**config.mk**
```make
export PLATFORM = sky130hd
export DESIGN_NAME = axi_txn_timer_ctrl
export DESIGN_NICKNAME = d
export VERILOG_FILES = /design/src/rtl/axi_txn_timer_ctrl_pkg.sv /design/src/rtl/simple_counter.sv /design/src/rtl/axi_txn_timer_ctrl.sv
export SDC_FILE = /design/constraint.sdc
export NUM_CORES = 1
export LEC_CHECK = 0
export ABC_CLOCK_PERIOD_IN_PS = 3400
export CAP_MARGIN = 10
export CELL_PAD_IN_SITES_DETAIL_PLACEMENT = 0
export CELL_PAD_IN_SITES_GLOBAL_PLACEMENT = 2
export CORE_ASPECT_RATIO = 0.6
export CORE_MARGIN = 3
export CORE_UTILIZATION = 30
export DETAILED_ROUTE_END_ITERATION = 7
export PLACE_DENSITY_LB_ADDON = 0.12
export SLEW_MARGIN = 20
export SYNTH_ARGS = -nofsm -noshare
export SYNTH_HDL_FRONTEND = slang
export SYNTH_SLANG_ARGS = --single-unit
```
**constraint.sdc**
```tcl
create_clock -name clk -period 3.4 [get_ports clk]
set_input_delay 0.68 -clock clk [delete_from_list [all_inputs] [get_ports clk]]
set_output_delay 0.68 -clock clk [all_outputs]
set_load 0.1 [all_outputs]
```
**src/rtl/axi_txn_timer_ctrl_pkg.sv**
```systemverilog
// Shared types and constants for the AXI transaction latency timer.
package axi_txn_timer_ctrl_pkg;

  typedef enum logic [1:0] {
    IDLE    = 2'd0,
    TIME_RD = 2'd1,
    TIME_WR = 2'd2
  } state_t;

  typedef enum logic {
    DIR_RD = 1'b0,
    DIR_WR = 1'b1
  } dir_t;

  // Loading 1 on the grant edge makes the count equal t1 - t0 in the end cycle.
  localparam int unsigned CNT_LOAD_VAL = 1;

endpackage

```
**src/rtl/simple_counter.sv**
```systemverilog
// Free-running up-counter with synchronous load and a sticky wrap flag.
module simple_counter #(
  parameter int COUNT_SIZE = 32
) (
  input  logic                  clk,
  input  logic                  rst_n,
  input  logic                  i_load,
  input  logic [COUNT_SIZE-1:0] i_load_value,
  input  logic                  i_enable,
  output logic [COUNT_SIZE-1:0] o_count,
  output logic                  o_overflow
);

  logic [COUNT_SIZE-1:0] r_count;
  logic                  r_overflow;

  // Count up when enabled; a load restarts the count and clears the wrap flag.
  always_ff @(posedge clk or negedge rst_n) begin
    if (!rst_n) begin
      r_count    <= '0;
      r_overflow <= 1'b0;
    end else if (i_load) begin
      r_count    <= i_load_value;
      r_overflow <= 1'b0;
    end else if (i_enable) begin
      r_count <= r_count + COUNT_SIZE'(1);
      if (&r_count) r_overflow <= 1'b1;
    end
  end

  assign o_count    = r_count;
  assign o_overflow = r_overflow;

endmodule

```
**src/rtl/axi_txn_timer_ctrl.sv**
```systemverilog
// Arbitrates one latency counter between the AXI read and write channels,
// captures the latency of each timed transaction and counts untimed starts.
//
// state   | meaning
// --------+-----------------------------------------------
// IDLE    | no measurement; waiting for a start handshake
// TIME_RD | timing a read, waiting for the last R beat
// TIME_WR | timing a write, waiting for the B handshake
module axi_txn_timer_ctrl
  import axi_txn_timer_ctrl_pkg::*;
#(
  parameter int COUNT_W = 32,
  parameter int DROP_W  = 8
) (
  input  logic               clk,
  input  logic               rst_n,
  input  logic               i_enable,
  input  logic               i_clear,
  input  logic               i_ar_valid,
  input  logic               i_ar_ready,
  input  logic               i_r_valid,
  input  logic               i_r_ready,
  input  logic               i_r_last,
  input  logic               i_aw_valid,
  input  logic               i_aw_ready,
  input  logic               i_b_valid,
  input  logic               i_b_ready,
  output logic               o_busy,
  output logic               o_active_dir,
  output logic [COUNT_W-1:0] o_result,
  output logic               o_result_dir,
  output logic               o_result_ovf,
  output logic               o_result_valid,
  output logic [DROP_W-1:0]  o_drop_count
);

  state_t              r_state;
  dir_t                r_rr_ptr;
  logic                r_busy;
  dir_t                r_active_dir;
  logic [COUNT_W-1:0]  r_result;
  dir_t                r_result_dir;
  logic                r_result_ovf;
  logic                r_result_valid;
  logic [DROP_W-1:0]   r_drop_count;

  logic                w_rd_start, w_wr_start, w_rd_end, w_wr_end;
  logic                w_idle, w_timing;
  logic                w_both_start, w_grant_rd, w_grant_wr;
  logic                w_match_end, w_capture;
  dir_t                w_cap_dir;
  logic [1:0]          w_drop_inc;
  logic [DROP_W:0]     w_drop_sum;
  logic [DROP_W-1:0]   w_drop_next;
  logic [COUNT_W-1:0]  w_count;
  logic                w_overflow;
  logic [COUNT_W-1:0]  w_cap_value;

  assign w_rd_start = i_ar_valid & i_ar_ready;
  assign w_wr_start = i_aw_valid & i_aw_ready;
  assign w_rd_end   = i_r_valid & i_r_ready & i_r_last;
  assign w_wr_end   = i_b_valid & i_b_ready;

  assign w_idle   = (r_state == IDLE);
  assign w_timing = ~w_idle;

  // Simultaneous starts go to whichever direction the round-robin pointer names.
  assign w_both_start = w_idle & i_enable & w_rd_start & w_wr_start;
  assign w_grant_rd   = w_idle & i_enable & w_rd_start & (~w_wr_start | (r_rr_ptr == DIR_RD));
  assign w_grant_wr   = w_idle & i_enable & w_wr_start & (~w_rd_start | (r_rr_ptr == DIR_WR));

  assign w_match_end = ((r_state == TIME_RD) & w_rd_end) | ((r_state == TIME_WR) & w_wr_end);
  // Disable aborts even when the matching end lands in the same cycle.
  assign w_capture   = i_enable & w_match_end;
  assign w_cap_dir   = (r_state == TIME_WR) ? DIR_WR : DIR_RD;
  assign w_cap_value = w_overflow ? {COUNT_W{1'b1}} : w_count;

  // While busy every start is lost; in IDLE only the loser of a tie is.
  assign w_drop_inc  = w_timing     ? ({1'b0, w_rd_start} + {1'b0, w_wr_start}) :
                       w_both_start ? 2'd1 : 2'd0;
  assign w_drop_sum  = (DROP_W+1)'(r_drop_count) + (DROP_W+1)'(w_drop_inc);
  assign w_drop_next = w_drop_sum[DROP_W] ? {DROP_W{1'b1}} : w_drop_sum[DROP_W-1:0];

  simple_counter #(
    .COUNT_SIZE (COUNT_W)
  ) u_counter (
    .clk          (clk),
    .rst_n        (rst_n),
    .i_load       (w_grant_rd | w_grant_wr),
    .i_load_value (COUNT_W'(CNT_LOAD_VAL)),
    .i_enable     (w_timing),
    .o_count      (w_count),
    .o_overflow   (w_overflow)
  );

  // Direction FSM plus registered status, result and drop-count outputs.
  always_ff @(posedge clk or negedge rst_n) begin
    if (!rst_n) begin
      r_state        <= IDLE;
      r_rr_ptr       <= DIR_RD;
      r_busy         <= 1'b0;
      r_active_dir   <= DIR_RD;
      r_result       <= '0;
      r_result_dir   <= DIR_RD;
      r_result_ovf   <= 1'b0;
      r_result_valid <= 1'b0;
      r_drop_count   <= '0;
    end else begin
      r_result_valid <= 1'b0;
      unique case (r_state)
        IDLE: begin
          if (w_grant_rd) begin
            r_state      <= TIME_RD;
            r_busy       <= 1'b1;
            r_active_dir <= DIR_RD;
          end else if (w_grant_wr) begin
            r_state      <= TIME_WR;
            r_busy       <= 1'b1;
            r_active_dir <= DIR_WR;
          end
          if (w_both_start) r_rr_ptr <= (r_rr_ptr == DIR_RD) ? DIR_WR : DIR_RD;
        end
        TIME_RD, TIME_WR: begin
          if (!i_enable || w_match_end) begin
            r_state <= IDLE;
            r_busy  <= 1'b0;
          end
        end
        default: begin
          r_state <= IDLE;
          r_busy  <= 1'b0;
        end
      endcase
      if (i_clear) begin
        r_result     <= '0;
        r_result_dir <= DIR_RD;
        r_result_ovf <= 1'b0;
        r_drop_count <= '0;
      end else begin
        if (w_capture) begin
          r_result       <= w_cap_value;
          r_result_dir   <= w_cap_dir;
          r_result_ovf   <= w_overflow;
          r_result_valid <= 1'b1;
        end
        r_drop_count <= w_drop_next;
      end
    end
  end

  assign o_busy         = r_busy;
  assign o_active_dir   = r_active_dir;
  assign o_result       = r_result;
  assign o_result_dir   = r_result_dir;
  assign o_result_ovf   = r_result_ovf;
  assign o_result_valid = r_result_valid;
  assign o_drop_count   = r_drop_count;

endmodule

```
==> flow_summary.html <==
<table>
<tr><th>Metric</th><th>Value</th></tr>
<tr><th colspan="2">Logic synthesis</th></tr>
<tr><td>Number of warning messages in the yosys log</td><td>0</td></tr>
<tr><td>Post-synthesis sequential element count</td><td>81</td></tr>
<tr><td>Yosys top cell by area</td><td>sky130_fd_sc_hd__dfrtp_1</td></tr>
<tr><td>Combined area of all synthesized cells</td><td>3943 µm²</td></tr>
<tr><td>Area contributors post-synth</td><td>sky130_fd_sc_hd__dfrtp_1 51%, sky130_fd_sc_hd__o2bb2ai_1 7.1%, sky130_fd_sc_hd__nor2_1 4.4%</td></tr>
<tr><td>Number of distinct library cell variants in the gate-level netlist after synthesis</td><td>45</td></tr>
<tr><td>Average size of a mapped cell</td><td>9.981 µm²</td></tr>
<tr><td>Leading post-synthesis cells by instance count</td><td>81 x sky130_fd_sc_hd__dfrtp_1, 46 x sky130_fd_sc_hd__nor2_1, 32 x sky130_fd_sc_hd__nand2_1, 32 x sky130_fd_sc_hd__o2bb2ai_1, 23 x sky130_fd_sc_hd__a21oi_1</td></tr>
<tr><td>Number of enable flip-flop cells after synthesis</td><td>0</td></tr>
<tr><td>Proportion of synthesized flip-flops having asynchronous set or reset</td><td>100.0%</td></tr>
<tr><td>Post-Synthesis Net Count</td><td>416</td></tr>
<tr><td>Cell count after synthesis</td><td>395</td></tr>
<tr><td>Share of the synthesized area in the top cell type</td><td>51.41%</td></tr>
<tr><td>Most used standard cell by instance count after synthesis</td><td>sky130_fd_sc_hd__dfrtp_1</td></tr>
<tr><td>Sequential area share after synthesis</td><td>51.41%</td></tr>
<tr><td>Primary FF master, synth</td><td>sky130_fd_sc_hd__dfrtp_1</td></tr>
<tr><th colspan="2">Worst setup path</th></tr>
<tr><td>Crit. End Element</td><td>flip-flop</td></tr>
<tr><td>CP Data Arrival Time</td><td>3.15 ns</td></tr>
<tr><td>Cell at the slowest stage of the critical path</td><td>sky130_fd_sc_hd__clkdlybuf4s50_1</td></tr>
<tr><td>Worst Path Buf+Inv</td><td>4</td></tr>
<tr><td>Worst reg-to-reg setup slack</td><td>0.81 ns</td></tr>
<tr><td>CP Data Required Time</td><td>3.65 ns</td></tr>
<tr><td>Critical path cell sequence</td><td>clkdlybuf4s50_1, nand2_1, inv_1, ha_1, inv_1, o21ai_0, ha_1, inv_1, fa_1, nor2_1, nand4_1, a21oi_1</td></tr>
<tr><td>Depth of the worst register-to-register path</td><td>12</td></tr>
<tr><td>Startpoint of the worst register-to-register path</td><td>r_state[1]</td></tr>
<tr><td>Total number of cells along the worst setup path</td><td>12</td></tr>
<tr><td>Critical path startpoint category</td><td>input pin</td></tr>
<tr><td>Stage delay of the slowest cell on the critical path</td><td>0.46 ns</td></tr>
<tr><td>Critical Path Fanout Max</td><td>6</td></tr>
<tr><td>End point of the critical path</td><td>o_drop_count[5]</td></tr>
<tr><td>Worst path top cell family by delay</td><td>adder cells</td></tr>
<tr><td>Origin of the worst setup path</td><td>i_aw_valid</td></tr>
<tr><td>Capture instance of the worst register-to-register path</td><td>o_drop_count[5]</td></tr>
<tr><td>Most frequent cell on the critical path</td><td>sky130_fd_sc_hd__inv_1</td></tr>
<tr><td>Kind of critical path</td><td>in -&gt; reg</td></tr>
<tr><th colspan="2">CTS</th></tr>
<tr><td>Clock input transition at the sequential cells of the worst setup and hold paths</td><td>0.06 ns</td></tr>
<tr><td>Post-CTS repair timing setup buffer count</td><td>0</td></tr>
<tr><td>Number of CTS-inserted buffers</td><td>9</td></tr>
<tr><td>Worst skew pair latency</td><td>0.34 ns</td></tr>
<tr><td>Root buffer cell</td><td>sky130_fd_sc_hd__clkbuf_16</td></tr>
<tr><td>Hold Buf Count CTS</td><td>0</td></tr>
<tr><td>Clock tree from TritonCTS</td><td>yes</td></tr>
<tr><td>Clock Path Buffers</td><td>2</td></tr>
<tr><td>CTS sink cnt</td><td>81</td></tr>
<tr><td>CTS H-Tree Depth</td><td>3</td></tr>
<tr><td>Count of instances resized after the clock tree is built</td><td>0</td></tr>
<tr><th colspan="2">Min path</th></tr>
<tr><td>Hold/Removal Path Class</td><td>in -&gt; async</td></tr>
<tr><th colspan="2">Routing</th></tr>
<tr><td>Number of DRC violations after detailed routing</td><td>0</td></tr>
<tr><td>Post-detailed-routing wire length</td><td>10.69 mm</td></tr>
<tr><td>Via total after detailed routing</td><td>3186</td></tr>
<tr><td>Vias per cell</td><td>5.130</td></tr>
<tr><td>First-pass iteration count of the detailed router</td><td>6</td></tr>
<tr><td>First-iteration detailed-routing DRC count</td><td>191</td></tr>
<tr><td>DRT antenna net count</td><td>0</td></tr>
<tr><td>Average detailed-routed wire length per instance</td><td>17.22 µm</td></tr>
<tr><th colspan="2">Power and ir drop</th></tr>
<tr><td>Combinational cell fraction of total power</td><td>22.5%</td></tr>
<tr><td>Net load switching power</td><td>912.6 µW</td></tr>
<tr><td>Int Power</td><td>1.887 mW</td></tr>
<tr><td>Post-route total power</td><td>2.800 mW</td></tr>
<tr><td>Worst voltage drop across the vdd grid</td><td>221.1 µV</td></tr>
<tr><td>Clock power share</td><td>38.5%</td></tr>
<tr><td>Leakage</td><td>2.141 nW</td></tr>
<tr><td>Switching Share</td><td>32.60%</td></tr>
<tr><td>Part of the total power dissipated in sequential elements</td><td>39.1%</td></tr>
<tr><td>Power per standard cell area</td><td>567.2 nW/µm²</td></tr>
<tr><th colspan="2">Placed design</th></tr>
<tr><td>Port Buf Inserts</td><td>57</td></tr>
<tr><td>Detailed placement HPWL</td><td>7.450 mm</td></tr>
<tr><td>Area post-placement</td><td>4604 µm²</td></tr>
<tr><td>RePlAce Congestion</td><td>0.7699</td></tr>
<tr><td>Pre-CTS setup slack</td><td>0.1352 ns</td></tr>
<tr><td>Placed Instances</td><td>605</td></tr>
<tr><th colspan="2">STA</th></tr>
<tr><td>Final TNS setup</td><td>0 ns</td></tr>
<tr><td>Slew at the pin with the worst max-slew slack</td><td>0.9582 ns</td></tr>
<tr><td>Final Cycle Share</td><td>85.22%</td></tr>
<tr><td>Worst-case setup margin in the final layout</td><td>0.5024 ns</td></tr>
<tr><td>Fmax</td><td>345.1 MHz</td></tr>
<tr><td>Smallest hold slack</td><td>0.3357 ns</td></tr>
<tr><td>Max-slew violation count</td><td>0</td></tr>
<tr><td>Setup skew after layout</td><td>0.006874 ns</td></tr>
<tr><td>Endpoints failing hold</td><td>0</td></tr>
<tr><td>Final worst path period need</td><td>2.898 ns</td></tr>
<tr><td>Unrepaired setup endpoints after global routing</td><td>false</td></tr>
<tr><td>Setup-violating endpoint count in the final report</td><td>0</td></tr>
<tr><td>Worst slew margin relative to its limit</td><td>35.92%</td></tr>
<tr><th colspan="2">Floorplanning</th></tr>
<tr><td>Number of placement rows</td><td>31</td></tr>
<tr><td>Placeable Area</td><td>12450 µm²</td></tr>
<tr><td>Die W</td><td>154.0 µm</td></tr>
<tr><td>Area of the die</td><td>14600 µm²</td></tr>
<tr><td>Number of top-level pins</td><td>58</td></tr>
<tr><td>Initial standard-cell utilization of the core</td><td>31.67%</td></tr>
<tr><td>Die boundary height</td><td>94.80 µm</td></tr>
<tr><th colspan="2">Cells and area</th></tr>
<tr><td>Area delta synth-&gt;final</td><td>25.20%</td></tr>
<tr><td>Total inserted antenna cells</td><td>0</td></tr>
<tr><td>Number of filler instances in the final layout</td><td>1247</td></tr>
<tr><td>Non-filler instance count after layout</td><td>621</td></tr>
<tr><td>Number of nets in the finished design</td><td>472</td></tr>
<tr><td>Post-route cell area</td><td>4936 µm²</td></tr>
<tr><td>Layout cell share with drive strength beyond 1</td><td>16.89%</td></tr>
<tr><td>Final core utilization</td><td>39.64%</td></tr>
<tr><th colspan="2">Global routing</th></tr>
<tr><td>GRT Total Usage</td><td>15.59%</td></tr>
<tr><td>Most Used Layer, Global Route</td><td>met1</td></tr>
<tr><td>Maximum number of pins on one net before global-route repair</td><td>42</td></tr>
<tr><td>Congestion Overflow GR</td><td>0</td></tr>
<tr><td>Vias in the first global route</td><td>3261</td></tr>
<tr><td>Met1 Resource Use GR</td><td>24.05%</td></tr>
<tr><td>First-pass GRT wire length</td><td>17.96 mm</td></tr>
<tr><td>Antenna violations before repair</td><td>0</td></tr>
<tr><td>GRT met3 Usage</td><td>3.709%</td></tr>
<tr><td>Met2 layer usage reported by global route</td><td>21.59%</td></tr>
<tr><th colspan="2">Job</th></tr>
<tr><td>Count of maximum capacitance violations</td><td>0</td></tr>
<tr><th colspan="2">Outcome</th></tr>
<tr><td>Status</td><td>completed</td></tr>
</table>
cells by family (layout without fill, tap and decap cells):
| group | after synthesis | in the layout | synth area share [%] |
|---|---|---|---|
| flip-flops | 81 | 81 | 51.41 |
| multiplexers | 10 | 10 | 2.539 |
| buffers and inverters | 39 | 100 | 3.777 |
| AO/OA/AOI/OAI | 91 | 91 | 16.92 |
| adder cells (fa/ha/maj) | 8 | 8 | 2.729 |
| AND/OR/NAND/NOR | 156 | 156 | 20.41 |
| XOR/XNOR | 10 | 10 | 2.222 |
worst min-delay path by stage:
stage / from / end / cells after the start
after global placement: o_result[28] / o_result[28] / 1
after global routing: rst_n / o_result[10] / 1
after detailed placement: o_result[17] / o_result[17] / 1
after floorplan: rst_n / o_active_dir / 0
after CTS: rst_n / o_result[8] / 1
final: rst_n / o_result[8] / 1
metal layers:
metal / wire length, µm / vias to the layer above
li1: - / 1559
met5: 0 / -
met2: 4218 / 59
met1: 5922 / 1560
met3: 459 / 8
met4: 90 / 0
sequential cells by signal, summed over array words and instances (netlist names):
name and count:
o_busy 1, o_active_dir 1, r_state 2, o_result_ovf 1, u_counter.o_overflow 1, u_counter.o_count 32, o_result 32, o_result_valid 1
o_result_dir 1, o_drop_count 8, r_rr_ptr 1
power groups by stage:
stage	Sequential (mW)	Combinational (mW)	Clock [mW]
floorplan	1.24	0.297	0
global placement	1.11	0.633	0
detailed placement	1.11	0.638	0
CTS	1.09	0.636	1.11
global route	1.10	0.695	1.14
finish	1.09	0.629	1.08
cells in the final DEF, fill, tap and decap left out, types with 7 or more instances in the layout:
cell and count:
sky130_fd_sc_hd__dfrtp_1 81, sky130_fd_sc_hd__buf_4 56, sky130_fd_sc_hd__nor2_1 46, sky130_fd_sc_hd__nand2_1 32, sky130_fd_sc_hd__o2bb2ai_1 32, sky130_fd_sc_hd__a21oi_1 22, sky130_fd_sc_hd__inv_1 16, sky130_fd_sc_hd__nand4_1 15
sky130_fd_sc_hd__clkdlybuf4s50_1 12, sky130_fd_sc_hd__nand3_1 10, sky130_fd_sc_hd__mux2i_1 10, sky130_fd_sc_hd__clkbuf_16 9, sky130_fd_sc_hd__nand2b_1 8, sky130_fd_sc_hd__o21ai_0 8, sky130_fd_sc_hd__nor3_1 7, sky130_fd_sc_hd__xnor2_1 7
sky130_fd_sc_hd__ha_1 7
area by class of cell:
class	count	area (µm²)	share of cell area, %
Tap cell	165	206.4	4.183
Clock inverter	4	75.07	1.521
Multi-Input combinational cell	275	1770	35.87
Sequential cell	81	2027	41.06
Clock buffer	12	256.5	5.196
Inverter	16	60.06	1.217
Timing Repair Buffer	68	540.5	10.95
Note: power is estimated with default switching activity, not from simulation.
